<file path="src/rtl/ttl_shift_plane.sv">
// Purpose: CHANNELS lock-step universal shift registers, WIDTH bits each, with per-channel
//          holding registers that reload automatically when the shared bit counter wraps.
// Latency: the registers update on the clk edge when cen=1; qout follows sr and flip with no delay.
// Backpressure: none. load_req pulses on each counter wrap; underrun latches a wrap that
//               found no holding data, and only a parallel load clears it.
// Ports: clk/n_clr (async active-low); cen, mode, flip, din, dsl, dsr, hold_wr inputs;
//        qout (tap per channel), q_all (packed sr), bit_cnt, load_req, underrun outputs.
module ttl_shift_plane #(
    parameter int WIDTH       = 8,
    parameter int CHANNELS    = 3,
    parameter bit AUTO_RELOAD = 1'b1,
    localparam int CW         = $clog2(WIDTH)
) (
    input  logic                      clk,
    input  logic                      n_clr,
    input  logic                      cen,
    input  logic [1:0]                mode,
    input  logic                      flip,
    input  logic [CHANNELS*WIDTH-1:0] din,
    input  logic [CHANNELS-1:0]       dsl,
    input  logic [CHANNELS-1:0]       dsr,
    input  logic                      hold_wr,
    output logic [CHANNELS-1:0]       qout,
    output logic [CHANNELS*WIDTH-1:0] q_all,
    output logic [CW-1:0]             bit_cnt,
    output logic                      load_req,
    output logic                      underrun
);

    localparam logic [CW-1:0] LAST = CW'(WIDTH - 1);

    localparam logic [1:0] M_HOLD  = 2'b00;
    localparam logic [1:0] M_RIGHT = 2'b01;
    localparam logic [1:0] M_LEFT  = 2'b10;
    localparam logic [1:0] M_LOAD  = 2'b11;

    logic [CHANNELS*WIDTH-1:0] sr_q, sr_d;
    logic [CHANNELS*WIDTH-1:0] hold_q, hold_d;
    logic [CHANNELS*WIDTH-1:0] shifted;
    logic                      hold_valid_q, hold_valid_d;
    logic [CW-1:0]             bit_cnt_q, bit_cnt_d;
    logic                      load_req_q, load_req_d;
    logic                      underrun_q, underrun_d;

    // Per-channel single-step shift in the direction selected by mode.
    always_comb begin
        shifted = '0;
        for (int c = 0; c < CHANNELS; c++) begin
            if (mode == M_RIGHT) begin
                shifted[c*WIDTH +: WIDTH] = {dsl[c], sr_q[c*WIDTH+1 +: WIDTH-1]};
            end else begin
                shifted[c*WIDTH +: WIDTH] = {sr_q[c*WIDTH +: WIDTH-1], dsr[c]};
            end
        end
    end

    always_comb begin
        sr_d         = sr_q;
        hold_d       = hold_q;
        hold_valid_d = hold_valid_q;
        bit_cnt_d    = bit_cnt_q;
        load_req_d   = 1'b0;
        underrun_d   = underrun_q;

        // The holding register accepts writes regardless of cen and mode.
        if (hold_wr) begin
            hold_d       = din;
            hold_valid_d = 1'b1;
        end

        if (cen) begin
            case (mode)
                M_LOAD: begin
                    sr_d       = din;
                    bit_cnt_d  = '0;
                    underrun_d = 1'b0;
                end
                M_RIGHT, M_LEFT: begin
                    sr_d = shifted;
                    if (bit_cnt_q != LAST) begin
                        bit_cnt_d = bit_cnt_q + CW'(1);
                    end else begin
                        bit_cnt_d  = '0;
                        load_req_d = 1'b1;
                        if (AUTO_RELOAD) begin
                            if (hold_valid_q) begin
                                // Consume the held word; a same-cycle write refills it.
                                sr_d         = hold_q;
                                hold_valid_d = hold_wr;
                            end else if (hold_wr) begin
                                // Data arrives just in time: load it straight through
                                // and leave the holding register marked empty.
                                sr_d         = din;
                                hold_valid_d = 1'b0;
                            end else begin
                                underrun_d = 1'b1;
                            end
                        end
                    end
                end
                M_HOLD:  ;
                default: ;
            endcase
        end
    end

    always_ff @(posedge clk or negedge n_clr) begin
        if (!n_clr) begin
            sr_q         <= '0;
            hold_q       <= '0;
            hold_valid_q <= 1'b0;
            bit_cnt_q    <= '0;
            load_req_q   <= 1'b0;
            underrun_q   <= 1'b0;
        end else begin
            sr_q         <= sr_d;
            hold_q       <= hold_d;
            hold_valid_q <= hold_valid_d;
            bit_cnt_q    <= bit_cnt_d;
            load_req_q   <= load_req_d;
            underrun_q   <= underrun_d;
        end
    end

    always_comb begin
        qout = '0;
        for (int c = 0; c < CHANNELS; c++) begin
            qout[c] = flip ? sr_q[c*WIDTH + WIDTH-1] : sr_q[c*WIDTH];
        end
    end

    assign q_all    = sr_q;
    assign bit_cnt  = bit_cnt_q;
    assign load_req = load_req_q;
    assign underrun = underrun_q;

endmodule

</file>
<file path="config.mk">
export PLATFORM = sky130hd
export DESIGN_NAME = ttl_shift_plane
export DESIGN_NICKNAME = d
export VERILOG_FILES = /design/src/rtl/ttl_shift_plane.sv
export SDC_FILE = /design/constraint.sdc
export NUM_CORES = 1
export LEC_CHECK = 0
export BUFFER_PORTS_ARGS = -buffer_cell sky130_fd_sc_hd__buf_4
export CORE_MARGIN = 2
export CORE_UTILIZATION = 45
export CTS_CLUSTER_DIAMETER = 60
export DETAILED_ROUTE_END_ITERATION = 12
export PLACE_DENSITY_LB_ADDON = 0.08
export SYNTH_ARGS = -nofsm -noshare
export SYNTH_HDL_FRONTEND = slang
export SYNTH_SLANG_ARGS = --single-unit
</file>
<file path="constraint.sdc">
create_clock -name clk -period 5.2 [get_ports clk]
set_input_delay 0 -clock clk [delete_from_list [all_inputs] [get_ports clk]]
set_output_delay 0 -clock clk [all_outputs]
set_load 0.02 [all_outputs]
</file>
==> run_results.csv, run 1 <==
group,metric,value,unit
outcome,status,"finished clean",
setup_path,worstPathRequired,5.42,ns
clock_tree,tritoncts,"yes",
timing,fin_crit_sh,44.7,%
floorplan,die_x,89.2,um
floorplan,io_pins,69,
timing,whs,0.0178,ns
global_route,met1_usage,28.6,%
logic_synthesis,yosysTopAreaCellShare,41.3,%
routing,finalWirelength,8.22,mm
logic_synthesis,synth_seq_cells,54,
finish,fin_nets,403,
clock_tree,cts_inserted_buffers,5,
routing,ant_nets,0,
timing,finClkSkew,0.00963,ns
job,cap_violations,0,
routing,vias_per_cell,5.51,
logic_synthesis,synth_area_leader_cell,"dfrtp_1",
global_route,grt_remaining_overflow,0,
routing,vias,2528,
power,ir_drop,0.152,mV
finish,fill_cells,643,
global_route,grtUsageTotal,21.6,%
setup_path,arrival,2.55,ns
logic_synthesis,synth_edf_count,0,
routing,initialDrtViolationCount,89,
power,leakage,1.62,nW
global_route,top_usage_layer,"met2",
finish,finalNonFillerCells,459,
global_route,grt_max_degree,55,
logic_synthesis,synth_nets,324,
timing,setup_viol,0,
global_route,grtUsageMet3,3.60,%
setup_path,startpoint,"bit_cnt[1]",
logic_synthesis,synth.avg_cell_area,11.7,um2
logic_synthesis,ys_types,31,
setup_path,path_max_fanout,13,
timing,max_freq,0.430,GHz
clock_tree,cts-root-buf,"clkbuf_8",
routing,dr.pass1.iters,4,
timing,finalCriticalPeriod,2.32,ns
global_route,grt_pass1_wl,13.1,mm
clock_tree,clk_latency,0.31,ns
timing,rsz0062_at_grt,"false",
global_route,grtUsageMet2,37.0,%
finish,drive_gt1_share,48.3,%
timing,finalHoldViolations,0,
floorplan,die_area,0.00796,mm2
clock_tree,cts.clk_slew.worst_paths,0.09,ns
timing,drv_slew,0,
setup_path,crit_path_start_kind,"flip-flop",
global_route,grt_pass1_vias,2541,
logic_synthesis,synth_seq_area_share,41.3,%
timing,slew_headroom,24.7,%
clock_tree,htree_num_levels,2,
hold_path,min_path_type,"in2reg",
floorplan,core,0.00714,mm2
setup_path,endpoint_kind,"flip-flop",
floorplan,rows,31,
setup_path,reg2reg_slack,2.88,ns
place,place_area,0.00375,mm2
finish,antennaDiodeCount,0,
logic_synthesis,synthCells,280,
floorplan,initial_core_util,45.8,%
routing,wl_per_cell,17.9,um
clock_tree,clock_sinks,54,
finish,areaGrowthSynthToFinish,25.1,%
setup_path,ff2ff_path_depth,6,
place,place.gp.congestion,0.720,
place,dpl.hpwl,5.05,mm
setup_path,path_class,"reg2reg",
floorplan,die_h,89.2,um
logic_synthesis,synthTopCellsByArea,"dfrtp_1, mux2_2, a221oi_2, a211oi_2, nor3_1",
logic_synthesis,async_flop_share,100,%
finish,stdcell_area,0.00409,mm2
clock_tree,cts_setup_buffers,0,
power,power_density,288,mW/mm2
logic_synthesis,yosysWarnings,0,
global_route,antenna_found_initial,0,
clock_tree,clk_path_buf_depth,2,
setup_path,rr_endpoint,"q_all[20]",
place,io_buffers,68,
place,dp.cells,426,
logic_synthesis,synth_area,0.00327,mm2
setup_path,crit_end,"q_all[20]",
timing,finalSetupTns,0,ns
logic_synthesis,synth-main-ff-cell,"dfrtp_1",
routing,drc,0,
timing,worstMarginPinSlew,1.12,ns
setup_path,r2r-start,"bit_cnt[1]",
## area by class of cell
type                    count  area [um2]  area share, %
clock buffers               7        86.3           2.11
clock inverters             1        5.00          0.122
inverters                   3        11.3          0.275
multi-input cells         199        1730           42.3
flip-flops and latches     54        1350           33.0
well taps                  99         124           3.03
repair buffers             96         783           19.2
## placed cells by master, fill, tap and decap left out, drive strengths merged, types with 3 or more instances in the layout
master / Yosys / final
clkbuf: 5 / 7
mux2: 52 / 52
o21ai: 3 / 3
a211oi: 23 / 23
nor3: 23 / 23
buf: 19 / 71
dlygate4sd3: 0 / 25
ha: 7 / 7
inv: 3 / 3
dfrtp: 54 / 54
a21oi: 3 / 3
nor2: 25 / 25
nand2: 26 / 26
a221oi: 23 / 23
## state kept, by name, indices dropped and copies added, names as in the netlist
| register | cells |
|---|---|
| hold_q | 24 |
| q_all | 24 |
| bit_cnt | 3 |
| hold_valid_q | 1 |
| load_req | 1 |
| underrun | 1 |
## worst max-delay path, cell delays in order (launching register included)
cell and delay [ns]:
dfrtp_1 0.39, ha_1 0.19, ha_1 0.27, and2_1 0.64
buf_4 0.36, a221oi_2 0.10, a211oi_2 0.27
## where the power goes
part	switching, mW	internal [mW]
Clock	0.139	0.108
Combinational	0.190	0.195
Sequential	0.0647	0.481
## per-stage QoR
| stage | setup slack (ns) | power, mW | utilization, % |
|---|---|---|---|
| 2_1_floorplan | 3.34 | 0.772 | - |
| 3_3_place_gp | 2.96 | 0.922 | 52.5 |
| 3_5_place_dp | 2.91 | 0.926 | 52.5 |
| 4_1_cts | 2.88 | 1.19 | 57.3 |
| 5_1_grt | 2.74 | 1.25 | 57.3 |
| 6_report | 2.88 | 1.18 | 57.3 |
## synthesized netlist by cell type, types with 4 or more instances
| cell type | count |
|---|---|
| dfrtp_1 | 54 |
| mux2_2 | 52 |
| nand2_1 | 26 |
| nor2_1 | 25 |
| nor3_1 | 23 |
| a211oi_2 | 20 |
| a221oi_2 | 20 |
| buf_2 | 8 |
| ha_1 | 7 |
| buf_4 | 6 |
| clkbuf_1 | 4 |
## routing by layer
metal | routed length (um) | up-vias
met3 | 390 | 5
met2 | 3950 | 66
met1 | 3820 | 1257
met4 | 51 | 0
met5 | 0 | -
li1 | - | 1200
## logic make-up after synthesis
| family | after synthesis | synth area share, % |
|---|---|---|
| AO/OA/AOI/OAI | 54 | 20.1 |
| adder cells (fa/ha/maj) | 8 | 2.98 |
| buffers and inverters | 27 | 5.89 |
| flip-flops | 54 | 41.3 |
| multiplexers | 52 | 17.9 |
| AND/OR/NAND/NOR | 85 | 11.8 |
## repair_timing
action / 4_1_cts / 5_1_grt
gates resized for setup: 0 / 0
hold endpoints to repair: 101 / 0
hold buffers: 25 / 0
endpoints found under the setup margin: 0 / 0
## worst min path at each step
stage | endpoint | cells past startpoint | start
2_1_floorplan | bit_cnt[0] | 0 | n_clr
3_3_place_gp | q_all[4] | 1 | n_clr
3_5_place_dp | q_all[4] | 1 | n_clr
4_1_cts | load_req | 3 | cen
5_1_grt | load_req | 3 | cen
6_report | load_req | 3 | cen
Note: power is estimated with default switching activity, not from simulation.
==> inputs of run 2 (changes only) <==
Clock period 5.2 ns to 1.95 ns, I/O delays scaled along.
==> run_results.csv, run 2 (synthesis gave the netlist of run 1 again) <==
group,metric,value,unit
outcome,status,"finished clean",
global_route,met1_usage,30.6,%
global_route,grt_pass1_wl,13.0,mm
clock_tree,cts-root-buf,"clkbuf_8",
finish,areaGrowthSynthToFinish,28.8,%
timing,finalCriticalPeriod,1.85,ns
routing,initialDrtViolationCount,117,
finish,antennaDiodeCount,0,
global_route,grt_remaining_overflow,0,
clock_tree,cts_setup_buffers,0,
timing,finClkSkew,0.00549,ns
finish,fin_util,59.0,%
routing,ant_nets,0,
clock_tree,cts.clk_slew.worst_paths,0.10,ns
setup_path,crit_chain,"ha_1, ha_1, and2_1, buf_4, a221oi_2, a211oi_2",
floorplan,initial_core_util,45.8,%
clock_tree,htree_num_levels,2,
power,power_density,775,mW/mm2
floorplan,rows,31,
setup_path,crit_path_start_kind,"flip-flop",
place,dpl.hpwl,5.50,mm
clock_tree,tritoncts,"yes",
routing,dr.pass1.iters,4,
floorplan,die_area,0.00796,mm2
timing,drv_slew,0,
global_route,antenna_found_initial,0,
global_route,grtUsageMet2,34.1,%
timing,worstMarginPinSlew,0.726,ns
power,power.total,3.26,mW
setup_path,endpoint_kind,"flip-flop",
timing,setup_viol,0,
finish,layout_commonest_cell,"buf_4",
hold_path,min_path_type,"in2reg",
clock_tree,clock_sinks,54,
routing,vias_per_cell,5.47,
routing,drc,0,
finish,fin_nets,414,
global_route,grt_max_degree,55,
global_route,grtUsageTotal,21.4,%
timing,slew_headroom,51.6,%
global_route,grt_pass1_vias,2497,
setup_path,arrival,2.05,ns
clock_tree,clk_path_buf_depth,2,
finish,layout_common_cells,"buf_4, dfrtp_1, mux2_2",
place,place.gp.congestion,0.743,
timing,max_freq,0.542,GHz
global_route,top_usage_layer,"met2",
timing,whs,0.0184,ns
power,ir_drop,0.508,mV
setup_path,cpMostUsedCell,"ha_1",
power,leakage,1.68,nW
timing,fin_crit_sh,94.7,%
job,cap_violations,0,
floorplan,die_x,89.2,um
global_route,grtUsageMet3,4.34,%
floorplan,io_pins,69,
setup_path,path_class,"reg2reg",
routing,wl_per_cell,17.7,um
finish,fill_cells,635,
clock_tree,cts_inserted_buffers,5,
floorplan,die_h,89.2,um
finish,drive_gt1_share,49.6,%
setup_path,max_stage_delay,0.41,ns
floorplan,core,0.00714,mm2
clock_tree,clk_latency,0.31,ns
routing,vias,2573,
setup_path,crit_slowest_cell,"dfrtp_1",
setup_path,path_max_fanout,13,
routing,finalWirelength,8.31,mm
timing,rsz0062_at_grt,"true",
setup_path,reg2reg_slack,0.10,ns
setup_path,worstPathRequired,2.15,ns
timing,finalHoldViolations,0,
place,io_buffers,68,
## run 2: cell count changes in the layout (fill, tap and decap cells not counted)
cell	change
clkinv_2	-1
clkbuf_1	+1
bufinv_16	+1
clkbuf_8	-1
buf_12	+1
a221oi_4	+1
buf_4	+10
a221oi_2	-1
## run 2: area by class of cell
type	count	area [um2]	area share [%]
inverters	3	11.3	0.267
clock buffers	7	76.3	1.81
flip-flops and latches	54	1350	32.1
repair buffers	107	878	20.9
multi-input cells	199	1740	41.3
well taps	99	124	2.94
clock inverters	1	30.0	0.713
## run 2: through the flow
stage | instance area (um2) | TNS [ns] | instances | worst slack, ns
floorplan | 3270 | 0 | 280 | 0.0892
global placement | 3840 | 0 | 437 | 0.138
detailed placement | 3840 | 0 | 437 | 0.109
CTS | 4200 | 0 | 470 | 0.104
global route | 4210 | -0.000418 | 470 | -0.000232
finish | 4210 | 0 | 470 | 0.104
## run 2: report_power, final
| group | leakage [nW] | total (mW) | switching, mW | internal (mW) |
|---|---|---|---|---|
| sequential | 0.615 | 1.45 | 0.169 | 1.28 |
| combinational | 1.01 | 1.05 | 0.515 | 0.534 |
| clock | 0.0524 | 0.764 | 0.379 | 0.385 |
| total | 1.68 | 3.26 | 1.06 | 2.20 |
## run 2: routing by layer
layer | up-vias | wire, um | part of all wire (%)
li1 | 1215 | - | -
met1 | 1289 | 3890 | 47
met2 | 63 | 4010 | 48
met3 | 6 | 340 | 4.1
met4 | 0 | 63 | 0.76
met5 | - | 0 | 0
## run 2: what timing repair did
item,4_1_cts,5_1_grt
endpoints found under the hold margin,101,0
setup endpoints to repair,0,1
hold buffers,25,0
resized for setup,0,1
## run 2: final timing paths
| kind | to | depth (start not counted) | start |
|---|---|---|---|
| hold / removal | load_req | 3 | cen |
| min in group asynchronous | q_all[4] | 2 | n_clr |
| setup reg to reg | q_all[8] | 6 | bit_cnt[0] |
| setup / recovery | q_all[8] | 6 | bit_cnt[0] |
| hold reg to reg | hold_q[21] | 1 | hold_q[21] |
| max in group asynchronous | q_all[16] | 2 | n_clr |
## run 2: worst max-delay path, delay by kind of cell, from the launching register on
kind / cells / cell delay, ns
adder cells (fa/ha/maj): 2 / 0.49
flip-flops: 1 / 0.41
AO/OA/AOI/OAI: 2 / 0.42
buffers and inverters: 1 / 0.22
AND/OR/NAND/NOR: 1 / 0.20
==> inputs of run 3 (changes only) <==
Settings changed: GPL_ROUTABILITY_DRIVEN from default to 1.
Clock period 1.95 ns to 1.6 ns, I/O delays scaled along.
==> run_results.csv, run 3 (synthesis gave the netlist of run 1 again) <==
group,metric,value,unit
setup_path,startpoint,"bit_cnt[1]",
setup_path,cpMostUsedCell,"ha_4",
finish,multiInputGateArea,0.00184,mm2
floorplan,die_h,89.2,um
routing,initialDrtViolationCount,130,
finish,fill_cells,621,
setup_path,path_buf_inv,1,
timing,slew_headroom,51.8,%
finish,layout_commonest_cell,"buf_4",
outcome,status,"finished with violations",
clock_tree,clock_sinks,54,
global_route,grtUsageTotal,22.1,%
setup_path,path_max_fanout,7,
setup_path,endpoint_kind,"flip-flop",
power,power_density,890,mW/mm2
routing,dr.pass1.iters,4,
timing,finalHoldViolations,0,
timing,finalSetupTns,-0.00483,ns
clock_tree,tritoncts,"yes",
timing,max_freq,0.623,GHz
outcome,failed_checks,"setup timing",
floorplan,rows,31,
global_route,grt_max_degree,55,
finish,fin_nets,427,
power,p_int,2.61,mW
setup_path,arrival,1.81,ns
global_route,grt_pass1_wl,13.5,mm
setup_path,ff2ff_path_depth,6,
clock_tree,cts_inserted_buffers,5,
power,clockPowerShare,20.3,%
timing,setup_viol,1,
routing,ant_nets,0,
place,place.gp.congestion,0.751,
power,switching_share,33.6,%
setup_path,critPathTopFamily,"flip-flops",
finish,fin_util,61.9,%
timing,setup_slack,-0.00483,ns
routing,met1Wirelength,4.07,mm
power,switchingPower,1.32,mW
finish,drive_gt1_share,53.4,%
setup_path,reg2reg_slack,-0.005,ns
finish,regArea,0.00135,mm2
finish,layout_common_cells,"buf_4, mux2_2, dfrtp_1",
timing,finalCriticalPeriod,1.60,ns
routing,highest_layer,"met4",
setup_path,crit_chain,"ha_4, ha_4, and3b_2, buf_4, nand2_1, a211oi_1",
setup_path,worstPathRequired,1.80,ns
clock_tree,cts.clk_slew.worst_paths,0.10,ns
hold_path,min_path_type,"in2reg",
power,leakage,1.75,nW
setup_path,path_class,"reg2reg",
setup_path,r2r-start,"bit_cnt[1]",
setup_path,cp.depth,6,
finish,stdcell_area,0.00442,mm2
setup_path,crit_slowest_cell,"dfrtp_2",
setup_path,rr_endpoint,"q_all[0]",
global_route,grt_pass1_vias,2616,
global_route,antenna_found_initial,0,
timing,drv_slew,0,
routing,finalWirelength,8.84,mm
routing,drc,0,
timing,finClkSkew,0.00701,ns
place,dpl.hpwl,5.69,mm
power,p_comb_share,34.5,%
routing,vias_per_cell,5.47,
floorplan,core,0.00714,mm2
clock_tree,htree_num_levels,2,
routing,vias,2640,
clock_tree,cts-root-buf,"clkbuf_8",
global_route,grt_remaining_overflow,0,
routing,route.met3.wl,355,um
floorplan,io_pins,69,
place,io_buffers,68,
job,cap_violations,0,
finish,antennaDiodeCount,0,
clock_tree,clk_path_buf_depth,2,
floorplan,die_area,0.00796,mm2
routing,met2WireLength,4.31,mm
floorplan,die_x,89.2,um
power,ir_drop,0.461,mV
setup_path,crit_end,"q_all[0]",
finish,areaGrowthSynthToFinish,35.2,%
clock_tree,clk_latency,0.31,ns
routing,wl_per_cell,18.3,um
place,place_area,0.00396,mm2
setup_path,crit_path_start_kind,"flip-flop",
power,seqPwrFrac,45.2,%
timing,rsz0062_at_grt,"true",
floorplan,initial_core_util,45.8,%
timing,fin_crit_sh,100,%
timing,worstMarginPinSlew,0.722,ns
setup_path,max_stage_delay,0.40,ns
==> run 3: changes by cell type in the layout (fill, tap and decap cells not counted), sizes merged <==
| cell | change |
|---|---|
| clkinv | +1 |
| and2 | +2 |
| buf | +11 |
| bufinv | -1 |
==> run 3: per-stage QoR <==
stage          hold slack, ns  power, mW  instances  worst slack (ns)
2_1_floorplan          -0.296       2.52        280           -0.0764
3_3_place_gp            0.107       3.06        443            0.0118
3_5_place_dp            0.105       3.08        443           -0.0394
4_1_cts                0.0111       3.93        476           -0.0426
5_1_grt                0.0151       4.16        483           -0.0635
6_report               0.0192       3.94        483          -0.00483
==> run 3: tightest hold or removal path, cell delays in order <==
cell,delay [ns]
buf_4,0.14
nand3_1,0.11
inv_1,0.04
==> run 3: layer usage <==
metal | track usage [%] | up-vias
met2 | 37.9 | 70
met3 | 3.23 | 8
met5 | 0 | -
met1 | 29.7 | 1314
li1 | - | 1248
met4 | 4.61 | 0
==> run 3: layout make-up <==
| class | instances | share of cell area [%] |
|---|---|---|
| clock inverter | 1 | 0.113 |
| tap | 99 | 2.80 |
| inverter | 3 | 0.255 |
| sequential | 54 | 30.6 |
| clock buffer | 7 | 1.95 |
| timing repair buffer | 118 | 22.6 |
| multi-input combinational | 201 | 41.7 |
==> run 3: how the worst min path moves through the flow <==
| stage | startpoint | endpoint | cells past startpoint |
|---|---|---|---|
| global route | cen | load_req | 3 |
| CTS | cen | load_req | 3 |
| global placement | n_clr | q_all[4] | 1 |
| finish | cen | load_req | 3 |
| floorplan | n_clr | bit_cnt[0] | 0 |
| detailed placement | n_clr | q_all[4] | 1 |
==> run 3: repair_timing <==
action                                  4_1_cts  5_1_grt
endpoints found under the setup margin       12       23
gates resized for setup                       0        9
pin swaps                                     2        0
buffers inserted                              0        5
hold buffers                                 25        0
endpoints found under the hold margin       101        0
gates cloned                                  0        2
==> run 3: power groups by stage <==
stage,sequential [mW],combinational (mW),clock (mW)
finish,1.78,1.36,0.799
global placement,1.80,1.26,0
floorplan,1.91,0.610,0
detailed placement,1.80,1.28,0
global route,1.81,1.46,0.886
CTS,1.77,1.33,0.826
